File: src/rtl/lcd_bus_responder_if.sv
// 4-bit HD44780 LCD bus: data nibble, register select and enable strobe.
`timescale 1ns/1ps
interface lcd_bus_responder_if;
    logic db4;
    logic db5;
    logic db6;
    logic db7;
    logic rs;
    logic enable;

    modport master (output db4, db5, db6, db7, rs, enable);
    modport slave  (input  db4, db5, db6, db7, rs, enable);
endinterface

File: src/rtl/lcd_bus_responder.sv
// HD44780-compatible responder: decodes enable strobes into bytes, executes the
// controller's command subset and keeps a 2-line DDRAM image with a read port.
`timescale 1ns/1ps
module lcd_bus_responder #(
    parameter int unsigned MIN_EN_HIGH = 4,
    parameter int unsigned LINE_LEN    = 40
) (
    input  logic                 clk,
    input  logic                 rst_n,
    lcd_bus_responder_if.slave   bus,
    input  logic [6:0]           rdAddr,
    output logic [7:0]           rdData,
    output logic                 byteValid,
    output logic [7:0]           byteOut,
    output logic                 byteIsData,
    output logic [6:0]           cursorAddr,
    output logic                 fourBitMode,
    output logic                 twoLine,
    output logic                 displayOn,
    output logic                 entryIncrement,
    output logic                 busy,
    output logic [3:0]           errFlags,
    input  logic                 errClear
);

    localparam int unsigned DEPTH = 2 * LINE_LEN;
    localparam int unsigned IW    = $clog2(DEPTH);
    localparam int unsigned CW    = $clog2(MIN_EN_HIGH + 1);
    localparam logic [6:0]  L0_LAST  = 7'(LINE_LEN - 1);
    localparam logic [6:0]  L1_FIRST = 7'h40;
    localparam logic [6:0]  L1_LAST  = 7'(32'h40 + LINE_LEN - 1);
    localparam logic [IW-1:0] CLR_LAST = IW'(DEPTH - 1);

    typedef enum logic [0:0] {ST_RUN, ST_CLEAR} state_t;
    state_t state, state_n;

    function automatic logic addr_ok(input logic [6:0] a);
        return 32'(a[5:0]) < LINE_LEN;
    endfunction

    // DDRAM is stored compacted: line 0 then line 1, no holes.
    function automatic logic [IW-1:0] mem_idx(input logic [6:0] a);
        int unsigned i;
        i = a[6] ? LINE_LEN + 32'(a[5:0]) : 32'(a[5:0]);
        return IW'(i);
    endfunction

    function automatic logic [6:0] step(input logic [6:0] a, input logic up);
        if (up) begin
            if (a == L0_LAST) return L1_FIRST;
            if (a == L1_LAST) return 7'h00;
            return a + 7'd1;
        end
        if (a == 7'h00)    return L1_LAST;
        if (a == L1_FIRST) return L0_LAST;
        return a - 7'd1;
    endfunction

    logic          en_q, en_d, rs_q, rs_last;
    logic [3:0]    nib_q, nib_last;
    logic [CW-1:0] hi_cnt;
    logic          strb_v, strb_short, strb_rs;
    logic [3:0]    strb_nib;

    // Input sampling, falling-edge detect and enable-high width count
    always_ff @(posedge clk) begin
        if (!rst_n) begin
            en_q       <= 1'b0;
            en_d       <= 1'b0;
            rs_q       <= 1'b0;
            nib_q      <= '0;
            rs_last    <= 1'b0;
            nib_last   <= '0;
            hi_cnt     <= '0;
            strb_v     <= 1'b0;
            strb_short <= 1'b0;
            strb_rs    <= 1'b0;
            strb_nib   <= '0;
        end else begin
            en_q  <= bus.enable;
            rs_q  <= bus.rs;
            nib_q <= {bus.db7, bus.db6, bus.db5, bus.db4};
            en_d  <= en_q;
            if (en_q) begin
                rs_last  <= rs_q;
                nib_last <= nib_q;
                if (hi_cnt != CW'(MIN_EN_HIGH))
                    hi_cnt <= hi_cnt + 1'b1;
            end else begin
                hi_cnt <= '0;
            end
            strb_v     <= en_d & ~en_q;
            strb_short <= hi_cnt < CW'(MIN_EN_HIGH);
            strb_rs    <= rs_last;
            strb_nib   <= nib_last;
        end
    end

    logic          phase_lo, phase_lo_n, hi_rs, hi_rs_n;
    logic [3:0]    hi_nib, hi_nib_n;
    logic          byte_go, byte_rs, start_clear;
    logic [7:0]    byte_val;
    logic [3:0]    err_new, err_n;
    logic [6:0]    cursor_n;
    logic          four_n, two_n, disp_n, inc_n;
    logic          wr_en;
    logic [IW-1:0] wr_idx, clr_idx;
    logic [7:0]    wr_data;

    always_comb begin
        phase_lo_n  = phase_lo;
        hi_nib_n    = hi_nib;
        hi_rs_n     = hi_rs;
        byte_go     = 1'b0;
        byte_val    = '0;
        byte_rs     = 1'b0;
        err_new     = '0;
        cursor_n    = cursorAddr;
        four_n      = fourBitMode;
        two_n       = twoLine;
        disp_n      = displayOn;
        inc_n       = entryIncrement;
        start_clear = 1'b0;
        wr_en       = 1'b0;
        wr_idx      = '0;
        wr_data     = '0;

        if (strb_v) begin
            if (strb_short) begin
                err_new[0] = 1'b1;
            end else if (busy) begin
                err_new[3] = 1'b1;
            end else if (!fourBitMode) begin
                byte_go  = 1'b1;
                byte_val = {strb_nib, 4'h0};
                byte_rs  = strb_rs;
            end else if (!phase_lo) begin
                hi_nib_n   = strb_nib;
                hi_rs_n    = strb_rs;
                phase_lo_n = 1'b1;
            end else begin
                byte_go    = 1'b1;
                byte_val   = {hi_nib, strb_nib};
                byte_rs    = hi_rs;
                phase_lo_n = 1'b0;
                err_new[1] = strb_rs != hi_rs;
            end
        end

        if (byte_go) begin
            if (byte_rs) begin
                if (addr_ok(cursorAddr)) begin
                    wr_en    = 1'b1;
                    wr_idx   = mem_idx(cursorAddr);
                    wr_data  = byte_val;
                    cursor_n = step(cursorAddr, entryIncrement);
                end else begin
                    err_new[2] = 1'b1;
                end
            end else if (byte_val[7]) begin
                cursor_n = byte_val[6:0];
            end else if (byte_val[6]) begin
                // CGRAM address: no CGRAM modelled
            end else if (byte_val[5]) begin
                four_n = ~byte_val[4];
                two_n  = byte_val[3];
                if (!byte_val[4]) phase_lo_n = 1'b0;
            end else if (byte_val[4]) begin
                if (!byte_val[3]) cursor_n = step(cursorAddr, byte_val[2]);
            end else if (byte_val[3]) begin
                disp_n = byte_val[2];
            end else if (byte_val[2]) begin
                inc_n = byte_val[1];
            end else if (byte_val[1]) begin
                cursor_n = '0;
            end else if (byte_val[0]) begin
                cursor_n    = '0;
                inc_n       = 1'b1;
                start_clear = 1'b1;
            end
        end

        err_n = (errClear ? 4'h0 : errFlags) | err_new;
    end

    always_comb begin
        state_n = state;
        case (state)
            ST_CLEAR: if (clr_idx == CLR_LAST) state_n = ST_RUN;
            ST_RUN:   if (start_clear) state_n = ST_CLEAR;
            default:  state_n = ST_CLEAR;
        endcase
    end

    assign busy = (state == ST_CLEAR);

    always_ff @(posedge clk) begin
        if (!rst_n) begin
            state          <= ST_CLEAR;
            clr_idx        <= '0;
            phase_lo       <= 1'b0;
            hi_nib         <= '0;
            hi_rs          <= 1'b0;
            byteValid      <= 1'b0;
            byteOut        <= '0;
            byteIsData     <= 1'b0;
            cursorAddr     <= '0;
            fourBitMode    <= 1'b0;
            twoLine        <= 1'b0;
            displayOn      <= 1'b0;
            entryIncrement <= 1'b1;
            errFlags       <= '0;
        end else begin
            state          <= state_n;
            clr_idx        <= (busy && clr_idx != CLR_LAST) ? clr_idx + 1'b1 : '0;
            phase_lo       <= phase_lo_n;
            hi_nib         <= hi_nib_n;
            hi_rs          <= hi_rs_n;
            byteValid      <= byte_go;
            if (byte_go) begin
                byteOut    <= byte_val;
                byteIsData <= byte_rs;
            end
            cursorAddr     <= cursor_n;
            fourBitMode    <= four_n;
            twoLine        <= two_n;
            displayOn      <= disp_n;
            entryIncrement <= inc_n;
            errFlags       <= err_n;
        end
    end

    logic [7:0] mem [DEPTH];

    // Strobes are dropped while clearing, so the two writers never collide
    always_ff @(posedge clk) begin
        if (busy)
            mem[clr_idx] <= 8'h20;
        else if (wr_en)
            mem[wr_idx] <= wr_data;
    end

    always_ff @(posedge clk) begin
        if (!rst_n)
            rdData <= '0;
        else if (addr_ok(rdAddr))
            rdData <= mem[mem_idx(rdAddr)];
        else
            rdData <= '0;
    end

endmodule

File: src/flat_wrapper.sv
// flat-port wrapper written by rule: the top's interface ports become plain ports
module lcd_bus_responder_flat 
#(
    parameter int unsigned MIN_EN_HIGH = 4,
    parameter int unsigned LINE_LEN    = 40
)
  (clk, rst_n, rdAddr, rdData, byteValid, byteOut, byteIsData, cursorAddr, fourBitMode, twoLine, displayOn, entryIncrement, busy, errFlags, errClear, bus_db4, bus_db5, bus_db6, bus_db7, bus_rs, bus_enable);
  lcd_bus_responder_if bus_i ();
  input  logic clk;
  input  logic rst_n;
  input  logic [6:0] rdAddr;
  output logic [7:0] rdData;
  output logic byteValid;
  output logic [7:0] byteOut;
  output logic byteIsData;
  output logic [6:0] cursorAddr;
  output logic fourBitMode;
  output logic twoLine;
  output logic displayOn;
  output logic entryIncrement;
  output logic busy;
  output logic [3:0] errFlags;
  input  logic errClear;
  input wire logic [$bits(bus_i.db4)-1:0] bus_db4;
  input wire logic [$bits(bus_i.db5)-1:0] bus_db5;
  input wire logic [$bits(bus_i.db6)-1:0] bus_db6;
  input wire logic [$bits(bus_i.db7)-1:0] bus_db7;
  input wire logic [$bits(bus_i.rs)-1:0] bus_rs;
  input wire logic [$bits(bus_i.enable)-1:0] bus_enable;
  assign bus_i.db4 = bus_db4;
  assign bus_i.db5 = bus_db5;
  assign bus_i.db6 = bus_db6;
  assign bus_i.db7 = bus_db7;
  assign bus_i.rs = bus_rs;
  assign bus_i.enable = bus_enable;
  lcd_bus_responder #(.MIN_EN_HIGH(MIN_EN_HIGH), .LINE_LEN(LINE_LEN)) u_core (.clk(clk), .rst_n(rst_n), .bus(bus_i), .rdAddr(rdAddr), .rdData(rdData), .byteValid(byteValid), .byteOut(byteOut), .byteIsData(byteIsData), .cursorAddr(cursorAddr), .fourBitMode(fourBitMode), .twoLine(twoLine), .displayOn(displayOn), .entryIncrement(entryIncrement), .busy(busy), .errFlags(errFlags), .errClear(errClear));
endmodule
File: config.mk
export PLATFORM = sky130hd
export DESIGN_NAME = lcd_bus_responder_flat
export DESIGN_NICKNAME = d
export VERILOG_FILES = /design/src/rtl/lcd_bus_responder_if.sv /design/src/rtl/lcd_bus_responder.sv /design/src/flat_wrapper.sv
export SDC_FILE = /design/constraint.sdc
export NUM_CORES = 1
export LEC_CHECK = 0
export BUFFER_PORTS_ARGS = -buffer_cell sky130_fd_sc_hd__buf_4
export CAP_MARGIN = 20
export CORE_MARGIN = 1.5
export CORE_UTILIZATION = 35
export CTS_CLUSTER_DIAMETER = 200
export DETAILED_ROUTE_END_ITERATION = 12
export MAX_ROUTING_LAYER = met4
export PLACE_DENSITY_LB_ADDON = 0.08
export REMOVE_ABC_BUFFERS = 1
export SYNTH_ARGS = -nofsm -noshare
export SYNTH_HDL_FRONTEND = slang
export SYNTH_SLANG_ARGS = --single-unit
File: constraint.sdc
create_clock -name clk -period 7.15 [get_ports clk]
set_clock_uncertainty 0.2 [all_clocks]
set_input_delay 0.715 -clock clk [delete_from_list [all_inputs] [get_ports clk]]
set_output_delay 0.715 -clock clk [all_outputs]
set_load 0.01 [all_outputs]
## Word level (Yosys, flattened, before mapping)

Memory sizes are Yosys's and may differ from the RTL's. A register that Yosys moved wholly into a read port is not among the register bits.
Cells that the tools add are included.

- Bits in registers: 61
- RAM bits: 640
- Input port bits: 16
- Output and inout port bits: 34
- Word-level logic and storage cells: 244
- Memories kept: 1

Memory list:

| memory | words | width | rd ports | clocked after Yosys merged registers in | wr ports | RTL line | RTL |
|---|---|---|---|---|---|---|---|
| u_core.mem | 80 | 8 | 1 | 1 | 1 | lcd_bus_responder.sv:233 | `logic [7:0] mem [DEPTH];` |

- Add/sub/neg operators: 6
- $lt $le $gt $ge: 3
- Eq/ne operators: 13
- Mux-type cells: 170
- Bitwise operators: 12
- Reductions and logical operators: 14

Operator list:

| kind | number |
|---|---|
| two-way mux 7 bit | 35 |
| two-way mux 1 bit | 123 |
| two-way mux 8 bit | 9 |
| equality test 7 bit (second input constant) | 3 |
| adder 6 x 6 -> 7 bit (first input constant) | 2 |
| adder 7 x 1 -> 7 bit (second input constant) | 2 |
| AND reduction 7 bit | 2 |
| less-than comparator 6 bit (second input constant) | 2 |
| inverter 1 bit | 10 |
| AND reduction 5 bit | 2 |
| != test 3 x 1 -> 1 bit (second input constant) | 3 |
| AND reduction 9 bit | 1 |
| OR reduction 8 bit | 1 |
| equality test 7 x 6 -> 1 bit (second input constant) | 1 |
| logical NOT 7 bit | 1 |
| != test 7 bit (second input constant) | 1 |
| subtractor 7 x 1 -> 7 bit (second input constant) | 1 |
| AND reduction 2 bit | 3 |
| nonzero test 5 bit | 1 |
| two-way mux 4 bit | 1 |
| != test 4 x 1 -> 1 bit (second input constant) | 1 |
| OR 4 bit | 1 |
| adder 3 x 1 -> 3 bit (second input constant) | 1 |
| less-than comparator 3 bit (second input constant) | 1 |
| 10 further kinds | 10 |

## Depth between registers and ports, before layout

- Word-level depth: 39
- Mapped depth: 11

## Worst setup path after synthesis

No wires, ideal clock.

- Kind: register to register
- From: register u_core.phase_lo
- To: memory u_core.mem[0][6] (data pin)
- Library setup time: 799 ps
- Arrival time: 4978 ps
- Required time: 6151 ps
- Slack: 1174 ps
- Stages on the path, launching flop included: 10
- Buffers on the path: 3
- Cells stage by stage: dfxtp_1 clkbuf_1 inv_1 ha_1 or4b_1 buf_2 nor2_4 nand2_4 clkbuf_1 nor3_1

- Word-level cells in the longest chain between the ends: 12
- Elaborated cells between the ends (all ways): 25
- Classes of those cells: mux: 24; reduce/logical: 1

Ends and longest elaborated chain:

| what | RTL line | RTL |
|---|---|---|
| start, declared | lcd_bus_responder.sv:99 | `logic phase_lo, phase_lo_n, hi_rs, hi_rs_n;` |
| start signal, assigned | lcd_bus_responder.sv:216 | `phase_lo <= phase_lo_n;` |
| two-way mux 1 bit | lcd_bus_responder.sv:137 | `end else if (!phase_lo) begin` |
| two-way mux 1 bit | lcd_bus_responder.sv:133 | `end else if (!fourBitMode) begin` |
| two-way mux 1 bit | lcd_bus_responder.sv:131 | `end else if (busy) begin` |
| two-way mux 1 bit | lcd_bus_responder.sv:129 | `if (strb_short) begin` |
| two-way mux 1 bit | lcd_bus_responder.sv:128 | `if (strb_v) begin` |
| two-way mux 1 bit | lcd_bus_responder.sv:151 | `if (byte_rs) begin` |
| two-way mux 1 bit | lcd_bus_responder.sv:150 | `if (byte_go) begin` |
| two-way mux 1 bit | lcd_bus_responder.sv:239 | `else if (wr_en)` |
| two-way mux 1 bit | lcd_bus_responder.sv:237 | `if (busy)` |
| two-way mux 1 bit (not written as such) | lcd_bus_responder.sv:240 | `mem[wr_idx] <= wr_data;` |
| OR reduction 8 bit (no source line) | -- |  |
| two-way mux 8 bit (no source line) (*) | -- |  |
| end, declared | lcd_bus_responder.sv:233 |  |

Every way passes the cells marked *; elsewhere a longest branch is shown, timed or not.

## Final worst setup path

- From: register u_core.fourBitMode
- To: memory u_core.mem[77][4] (enable)

- Word-level cells in the longest chain between the ends: 11
- Elaborated cells between the ends (all ways): 18
- Classes of those cells: mux: 17; reduce/logical: 1

Ends and longest elaborated chain:

| what | RTL line | RTL |
|---|---|---|
| start, declared | lcd_bus_responder.sv:17 | `output logic fourBitMode,` |
| start signal, assigned | lcd_bus_responder.sv:225 | `fourBitMode <= four_n;` |
| two-way mux 1 bit | lcd_bus_responder.sv:133 |  |
| two-way mux 1 bit | lcd_bus_responder.sv:131 |  |
| two-way mux 1 bit | lcd_bus_responder.sv:129 |  |
| two-way mux 1 bit | lcd_bus_responder.sv:128 |  |
| two-way mux 1 bit | lcd_bus_responder.sv:151 |  |
| two-way mux 1 bit | lcd_bus_responder.sv:150 |  |
| two-way mux 1 bit | lcd_bus_responder.sv:239 |  |
| two-way mux 1 bit | lcd_bus_responder.sv:237 |  |
| two-way mux 1 bit (not written as such) | lcd_bus_responder.sv:240 |  |
| OR reduction 8 bit (no source line) | -- |  |
| two-way mux 7 bit (no source line) or two-way mux 1 bit (tied branches) | -- |  |

Parallel ways exist; a longest one is shown, timed or not.

==> flow_metrics.py <==
metrics = {
    "run_status": {
        "outcome": "complete, no violations",
    },
    "pwr": {
        "p_int_mw": 7.07,
        "power_switching_mw": 1.85,
        "seq_power_share_pct": 50.3,
        "pwr-share-clk_pct": 46.3,
        "power_density_mw_per_mm2": 272,
        "power.static_leakage_nw": 10.9,
        "max-vdd-ir-drop_v": 0.000156,
        "power.share.combinational_pct": 3.3,
        "swShare_pct": 20.7,
    },
    "drt": {
        "num_vias": 15000,
        "dr_wl_met2_mm": 36.3,
        "top_layer": "met4",
        "avgViaCountPerCell": 5.37,
        "wl_per_cell_um": 27.4,
        "drt_pre_antenna_iters": 7,
        "wl_mm": 76.4,
        "drc": 0,
        "routed-wl-met3_mm": 3.64,
        "drt_iter0_drc": 1207,
        "m1WireLength_mm": 34.3,
        "final_antenna_net_count": 0,
    },
    "global_route": {
        "grt_first_pass_wirelength_mm": 111,
        "grt_use_total_pct": 19.2,
        "grt_pass1_vias": 15300,
        "overflow": 0,
        "grt_max_degree": 85,
        "antenna_found_initial": 1,
    },
    "placement": {
        "dp_hpwl_mm": 48.0,
        "place_inst": 2642,
        "io_buffers": 49,
        "gp_congestion": 0.833,
    },
    "clocking": {
        "clock_latency_ns": 0.63,
        "cts_root_buf": "clkbuf_16",
        "cts_buffers": 79,
        "clkTransAtPathRegs_ns": 0.06,
        "htreeDepth": 3,
        "holdBufCountCts": 0,
        "cts_setup_buffers": 0,
        "cts_resized": 0,
        "cts.sinks": 709,
        "clk_path_buf_depth": 3,
        "cts_tree": "yes",
    },
    "cells_and_area": {
        "diodes": 0,
        "area_growth_pct": 15.1,
        "final_cell_mix": "edfxtp_1, mux4_2, nor2_1",
        "n_fill_cell": 7202,
        "layout.area.seq_mm2": 0.0206,
        "drive_gt1_share_pct": 23.4,
        "fin_cells": 2789,
        "final_nets": 1694,
        "multi_input_area_mm2": 0.00753,
        "final_common_cell": "edfxtp_1",
    },
    "run": {
        "max-cap-violations": 0,
    },
    "synthesis": {
        "seq_area_frac_synth_pct": 72.3,
        "synth-xor-area-share_pct": 0.492,
        "netlist_area_mm2": 0.0285,
        "synth_top_family_by_area": "multiplexers",
        "avgSynthCellArea_um2": 17.9,
        "netlist-cell-type-count": 66,
        "yosys_warnings": 0,
        "synth_edf_count": 640,
        "synth-async-reset-ratio_pct": 0,
        "ys.flop_type": "edfxtp_1",
        "synth_adder_area_share_pct": 0.439,
        "muxShareOfSynthArea_pct": 15.3,
        "synth_compound_area_share_pct": 4.25,
        "ys_ff_latch": 709,
        "syn_inst": 1596,
        "synth-simple-area-share_pct": 5.78,
    },
    "critical_path": {
        "start_kind": "flip-flop",
        "path_max_fanout": 17,
        "rr_worst_depth": 7,
        "cp-end-kind": "flip-flop",
        "critPathKind": "reg -> reg",
        "r2r_start": "u_core.fourBitMode",
        "r2r-end": "u_core.mem[77][4]",
        "arrival_ns": 5.20,
        "rrSetupSlack_ns": 1.98,
        "cp.required_ns": 7.18,
    },
    "die": {
        "dieHeight_um": 288,
        "die_x_um": 288,
        "io_pins": 50,
        "rows": 104,
        "core_area_mm2": 0.0805,
        "dieArea_mm2": 0.0831,
        "start_util_pct": 35.4,
    },
    "sta": {
        "min_period_over_period_pct": 72.2,
        "final_max_slew_viol_count": 0,
        "rsz0062_at_grt": "false",
        "worst_pin_slew_ns": 1.06,
        "setup_tns_ns": 0,
        "hold_viol": 0,
        "slew_headroom_pct": 28.6,
        "setup_viol": 0,
        "fmax_ghz": 0.194,
        "period_needed_ns": 5.17,
    },
    "worst_hold_path": {
        "holdCritStartpoint": "bus_db6",
        "hold_depth": 2,
        "hold_end": "u_core.nib_q[2]",
        "hold_class": "in -> reg",
    },
}
## worst max-delay path, cell delays in order (launching register included)
cell	delay, ns
dfxtp_1	0.47
ha_1	0.41
nor4b_2	0.72
nand2_1	0.34
nor3_1	0.31
a21o_1	0.47
nand4_1	0.95
nor2_1	0.90
## how the worst max path moves through the flow
stage,startpoint,endpoint,slack (ns)
2_1_floorplan,u_core.fourBitMode,u_core.mem[0][6],1.23
3_3_place_gp,u_core.fourBitMode,u_core.mem[32][2],2.14
3_5_place_dp,u_core.fourBitMode,u_core.mem[32][5],1.96
4_1_cts,u_core.fourBitMode,u_core.mem[31][6],1.95
5_1_grt,u_core.fourBitMode,u_core.mem[31][6],1.63
6_report,u_core.fourBitMode,u_core.mem[77][4],1.98
## metrics by stage
step                instance area (um2)  hold slack (ns)  utilization (%)  setup WS [ns]  total power [mW]
CTS                               32800           0.0817             40.7           1.95              9.02
detailed placement                30100            0.230             37.4           1.96              4.88
global route                      32800           0.0924             40.7           1.63              9.19
finish                            32800            0.114             40.7           1.98              8.92
global placement                  30100            0.232             37.4           2.14              4.88
floorplan                         28100            0.202                -           1.23              4.71
## power by group through the flow
stage / Combinational, mW / Sequential [mW] / Clock, mW
2_1_floorplan: 0.133 / 4.57 / 0
3_3_place_gp: 0.300 / 4.58 / 0
3_5_place_dp: 0.302 / 4.58 / 0
4_1_cts: 0.302 / 4.49 / 4.23
5_1_grt: 0.316 / 4.49 / 4.39
6_report: 0.298 / 4.49 / 4.13
## state kept, by name (all words and copies together), names as in the netlist, 3 cells and up
name,cells
u_core.strb_nib,4
u_core.clr_idx,7
u_core.byteOut,8
u_core.nib_last,4
u_core.hi_nib,4
u_core.cursorAddr,7
u_core.rdData,8
u_core.hi_cnt,3
u_core.nib_q,4
u_core.errFlags,4
u_core.mem,640
## Yosys cell counts, types with 22 or more instances
cell / n / area share (%)
a21oi_1: 47 / 0.83
and2_1: 22 / 0.48
buf_2: 23 / 0.40
clkbuf_1: 57 / 0.75
dfxtp_1: 69 / 4.8
edfxtp_1: 640 / 67
mux2_2: 32 / 1.3
mux2i_1: 54 / 1.9
mux4_2: 153 / 12
nand2_1: 67 / 0.88
nand3_1: 35 / 0.61
nor2_1: 127 / 1.7
nor3_1: 24 / 0.42
o21ai_0: 32 / 0.56
## layer usage
layer | vias to the layer above | global-route usage, %
met5 | - | -
met4 | 0 | 5.88
met3 | 128 | 3.69
met2 | 406 | 29.5
met1 | 7855 | 26.0
li1 | 6587 | -
## kinds of logic after synthesis
group / after synthesis
AOI/OAI and AO/OA: 178
and+or+nand+nor: 340
DFF: 709
muxes: 239
xor gates and xnor gates: 16
buffers and inverters: 104
adders and majority gates: 10
## layout make-up
cell class | instances | share of cell area (%)
sequential | 709 | 62.8
timing repair buffer | 79 | 2.02
clock buffer | 96 | 6.41
clock inverter | 46 | 1.59
tap | 1060 | 4.04
multi-input combinational | 783 | 23.0
inverter | 16 | 0.183
No activity file was read; power rests on OpenSTA's default activity.
